`src/rtl/dmem_arbiter.sv`:
```
// dmem_arbiter: two-port arbiter/sequencer for a 2**AW x DW data memory that
// writes on posedge and reads on negedge. Port 0 is the pipeline MEM stage
// (stalled via stall0 while pending), port 1 is a DMA/loader. One access per
// cycle at most; read data returns one cycle after issue with a valid pulse.
module dmem_arbiter #(
  parameter int FIXED_PRI = 0,
  parameter int AW        = 8,
  parameter int DW        = 8
) (
  input  logic          clk,
  input  logic          rst,
  input  logic          req0,
  input  logic          we0,
  input  logic [AW-1:0] addr0,
  input  logic [DW-1:0] wdata0,
  input  logic          req1,
  input  logic          we1,
  input  logic [AW-1:0] addr1,
  input  logic [DW-1:0] wdata1,
  output logic          ack0,
  output logic          ack1,
  output logic          rvalid0,
  output logic          rvalid1,
  output logic [DW-1:0] rdata0,
  output logic [DW-1:0] rdata1,
  output logic          stall0,
  output logic [AW-1:0] mem_addr,
  output logic [DW-1:0] mem_wdata,
  output logic          mem_write,
  output logic          mem_read,
  input  logic [DW-1:0] mem_rdata
);

  typedef enum logic {
    IDLE  = 1'b0,
    ISSUE = 1'b1
  } state_t;

  state_t        state;
  state_t        state_nx;

  logic          iss_port;
  logic          iss_we;
  logic [AW-1:0] iss_addr;
  logic [DW-1:0] iss_wdata;
  logic          rr_last;

  logic          elig0;
  logic          elig1;
  logic          grant;
  logic          win_port;

  // Memory address/data come straight from the issue registers, so they
  // naturally hold their last value while idle.
  assign mem_addr  = iss_addr;
  assign mem_wdata = iss_wdata;

  // Decode the issue state into acks, memory strobes and the pipeline stall.
  always_comb begin
    ack0      = 1'b0;
    ack1      = 1'b0;
    mem_write = 1'b0;
    mem_read  = 1'b0;
    if (state == ISSUE) begin
      ack0      = ~iss_port;
      ack1      = iss_port;
      mem_write = iss_we;
      mem_read  = ~iss_we;
    end
    stall0 = req0 & ~ack0;
  end

  // Arbitration: the port being acked this cycle is masked, so its held
  // request is not granted twice for the same command.
  always_comb begin
    elig0    = req0 & ~ack0;
    elig1    = req1 & ~ack1;
    grant    = elig0 | elig1;
    win_port = elig1 & ~elig0;
    if (elig0 && elig1) begin
      win_port = (FIXED_PRI != 0) ? 1'b0 : ~rr_last;
    end
    state_nx = grant ? ISSUE : IDLE;
  end

  // State register.
  always_ff @(posedge clk) begin
    if (rst) begin
      state <= IDLE;
    end else begin
      state <= state_nx;
    end
  end

  // Capture the winning command into the issue registers on every grant.
  always_ff @(posedge clk) begin
    if (rst) begin
      iss_port  <= 1'b0;
      iss_we    <= 1'b0;
      iss_addr  <= '0;
      iss_wdata <= '0;
      rr_last   <= 1'b1;
    end else if (grant) begin
      iss_port  <= win_port;
      iss_we    <= win_port ? we1 : we0;
      iss_addr  <= win_port ? addr1 : addr0;
      iss_wdata <= win_port ? wdata1 : wdata0;
      rr_last   <= win_port;
    end
  end

  // Read return: memory data settles after the issue cycle's negedge and is
  // captured at the closing posedge; reset at that edge drops the read.
  always_ff @(posedge clk) begin
    if (rst) begin
      rvalid0 <= 1'b0;
      rvalid1 <= 1'b0;
      rdata0  <= '0;
      rdata1  <= '0;
    end else begin
      rvalid0 <= mem_read & ack0;
      rvalid1 <= mem_read & ack1;
      if (mem_read && ack0) begin
        rdata0 <= mem_rdata;
      end
      if (mem_read && ack1) begin
        rdata1 <= mem_rdata;
      end
    end
  end

endmodule

```
`config.mk`:
```
export PLATFORM = sky130hd
export DESIGN_NAME = dmem_arbiter
export DESIGN_NICKNAME = d
export VERILOG_FILES = /design/src/rtl/dmem_arbiter.sv
export SDC_FILE = /design/constraint.sdc
export NUM_CORES = 1
export LEC_CHECK = 0
export ABC_AREA = 1
export CAP_MARGIN = 10
export CORE_MARGIN = 10
export CORE_UTILIZATION = 42
export DETAILED_ROUTE_END_ITERATION = 8
export GPL_TIMING_DRIVEN = 0
export HOLD_SLACK_MARGIN = 0.15
export PLACE_DENSITY = 0.84
export SLEW_MARGIN = 25
export SYNTH_ARGS = -nofsm -noshare
export SYNTH_HDL_FRONTEND = slang
export SYNTH_SLANG_ARGS = --single-unit
```
`constraint.sdc`:
```
create_clock -name clk -period 3.34 [get_ports clk]
set_input_delay 0.668 -clock clk [delete_from_list [all_inputs] [get_ports clk]]
set_output_delay 0.668 -clock clk [all_outputs]
set_load 0.02 [all_outputs]
```
==> results.py <==
metrics = {
    "status": {
        "status": "finished, final reports clean",
    },
    "clock_network": {
        "cts.path.max_buffers": 2,
        "cts_tree": "built",
        "cts_resized": 0,
        "htreeDepth": 2,
        "numCtsBuffers": 5,
        "cts_root_buffer": "clkbuf_8",
        "ctsHoldBuffers": 0,
        "clk_pin_slew_ns": 0.07,
        "post-cts-setup-buffer-count": 0,
        "cts_sinks": 38,
        "clkLatencyLatePin_ns": 0.28,
    },
    "place": {
        "io_buffers": 84,
        "gp_congestion": 0.782,
        "dp_hpwl_um": 4020,
    },
    "detailed_routing": {
        "drtAntennaViolNets": 0,
        "via_count": 1781,
        "first_pass_iters": 5,
        "wl_per_cell_um": 13.4,
        "drc_errors": 0,
        "via_per_inst": 4.71,
        "drtIter0Drc": 134,
        "routed_wl_um": 5070,
    },
    "synthesis": {
        "synth_edf_count": 0,
        "syn_nets": 284,
        "synth_compound_area_share_pct": 6.12,
        "ys_seq_elements": 38,
        "syn_inst": 238,
        "muxShareOfSynthArea_pct": 0,
        "synth_top_area_share_pct": 45.9,
        "synth_fa_ha_area_share_pct": 0,
        "yosysSeqAreaShare_pct": 45.9,
        "ys_types": 19,
        "yosysWarnings": 0,
        "syn_avg_cell_area_sq_um": 6.96,
        "async_reset_ff_share_pct": 0,
        "yosysMostFrequentCell": "nand2_1",
        "synthTopCellsByArea": "dfxtp_1 46%, nand2_1 14%, nand3_1 13%",
        "synth-xor-area-share_pct": 0,
        "synth_common_cells": "62 x nand2_1, 44 x nand3_1, 39 x inv_1, 38 x dfxtp_1, 18 x nor2_1",
        "synthSimpleGateAreaFrac_pct": 36.0,
        "synth_area_sq_mm": 0.00166,
        "yosysTopAreaCell": "dfxtp_1",
        "synth_top_family_by_area": "simple AND/OR/NAND/NOR gates",
        "synth_top_flop_cell": "dfxtp_1",
    },
    "sta": {
        "skew_ns": 0.00473,
        "setup_viol": 0,
        "worstMarginPinSlew_ns": 0.435,
        "rsz0062_at_grt": "false",
        "max_slew_margin_pct": 71.0,
        "min_period_ns": 2.69,
        "max_freq_ghz": 0.372,
        "min_period_over_period_pct": 80.5,
        "hold_violations": 0,
        "fin_tns_setup_ns": 0,
        "drv_slew": 0,
    },
    "worst_setup_path": {
        "endpoint": "stall0",
        "startpoint": "req0",
        "arrival_ns": 2.02,
        "r2r-end": "mem_addr[3]",
        "critPathKind": "primary input to output port",
        "r2r_cells": 8,
        "critPathMaxFanout": 4,
        "cp.required_ns": 2.67,
        "r2r_setup_slack_ns": 1.80,
        "crit_path_start_kind": "primary input",
        "r2r_start": "iss_port",
        "critPathCaptureType": "output port",
    },
    "min_path": {
        "worstHoldPathCells": 2,
        "min_path_type": "flip-flop to flip-flop",
    },
    "grt": {
        "grt_pass1_vias": 1726,
        "track_usage_pct": 14.1,
        "antenna_found_initial": 0,
        "grt_pass1_wl_um": 8340,
        "grt_overflow": 0,
        "grt_start_max_net_pins": 13,
    },
    "floorplan": {
        "core_area_sq_mm": 0.00374,
        "initial_core_util_pct": 44.3,
        "io_pins": 85,
        "die_width_um": 82.8,
        "die_area_sq_mm": 0.00686,
        "chipHeight_um": 82.8,
        "row_count": 22,
    },
    "layout": {
        "fin_util_pct": 70.9,
        "antenna_cells": 0,
        "fin_nets": 375,
        "syn_to_final_growth_pct": 60.1,
        "final_layout_size_suffix_gt1_share_pct": 7.88,
    },
    "power_and_ir_drop": {
        "leakagePower_nw": 1.25,
        "ir_drop_uv": 221,
        "powerDensity_mw_per_mm2": 415,
        "finalPower_w": 0.00110,
    },
    "run": {
        "cap_violations": 0,
    },
}
metrics by stage:
stage                     instances  area, sq um  worst slack [ns]  hold WS [ns]
after floorplan                 238         1660              1.80         0.463
after global placement          370         2560             0.670         0.437
after detailed placement        370         2560             0.648         0.441
after CTS                       378         2650             0.643         0.454
after global routing            378         2650             0.593         0.470
final                           378         2650             0.652         0.452
cell type report:
type	count	area (sq um)
inverters	43	164
repair buffers	84	841
clock inverters	2	12.5
fillers	327	1090
plain buffers	6	35.0
well taps	48	60.1
multi-input cells	151	697
clock buffers	6	82.6
flip-flops and latches	38	761
cells in the final DEF (no fill, tap or decap), types with 2 or more instances in the layout:
| cell | instances |
|---|---|
| a21oi_1 | 9 |
| buf_2 | 4 |
| clkbuf_8 | 6 |
| clkdlybuf4s50_1 | 84 |
| dfxtp_1 | 38 |
| inv_1 | 39 |
| inv_2 | 2 |
| nand2_1 | 62 |
| nand2_2 | 4 |
| nand3_1 | 44 |
| nor2_1 | 18 |
| nor2_2 | 2 |
| o21ai_0 | 8 |
sequential cells by signal (all words and copies together) (netlist names):
signal	flops
iss_we	1
rdata1	8
rr_last	1
state	1
mem_addr	8
iss_port	1
mem_wdata	8
rvalid1	1
rdata0	8
rvalid0	1
critical path, stage by stage:
cell and delay [ns]:
clkdlybuf4s50_1 0.52, nand2_2 0.12, inv_2 0.10, clkdlybuf4s50_1 0.61
cell families after synthesis:
| family | count (synthesis) |
|---|---|
| and+or+nand+nor | 133 |
| buffers and inverters | 49 |
| AOI/OAI and AO/OA | 18 |
| DFF | 38 |
layer usage:
layer  up-vias  share of wire [%]  global-route usage, %
met3         5                9.1                   6.15
li1        919                  -                      -
met4         0                1.1                   4.31
met5         -                  0                      0
met2        69                 46                   23.1
met1       788                 44                   16.1
power breakdown:
part | switching, W | total [W] | internal, W
logic | 0.000141 | 0.000275 | 0.000134
registers | 0.0000185 | 0.000504 | 0.000485
clock network | 0.000156 | 0.000322 | 0.000166
worst min path at each step:
| stage | from | to |
|---|---|---|
| 2_1_floorplan | rr_last | rr_last |
| 3_3_place_gp | mem_wdata[0] | mem_wdata[0] |
| 3_5_place_dp | mem_addr[1] | mem_addr[1] |
| 4_1_cts | mem_wdata[4] | mem_wdata[4] |
| 5_1_grt | mem_wdata[5] | mem_wdata[5] |
| 6_report | mem_wdata[4] | mem_wdata[4] |
(Power assumes the default switching activity.)
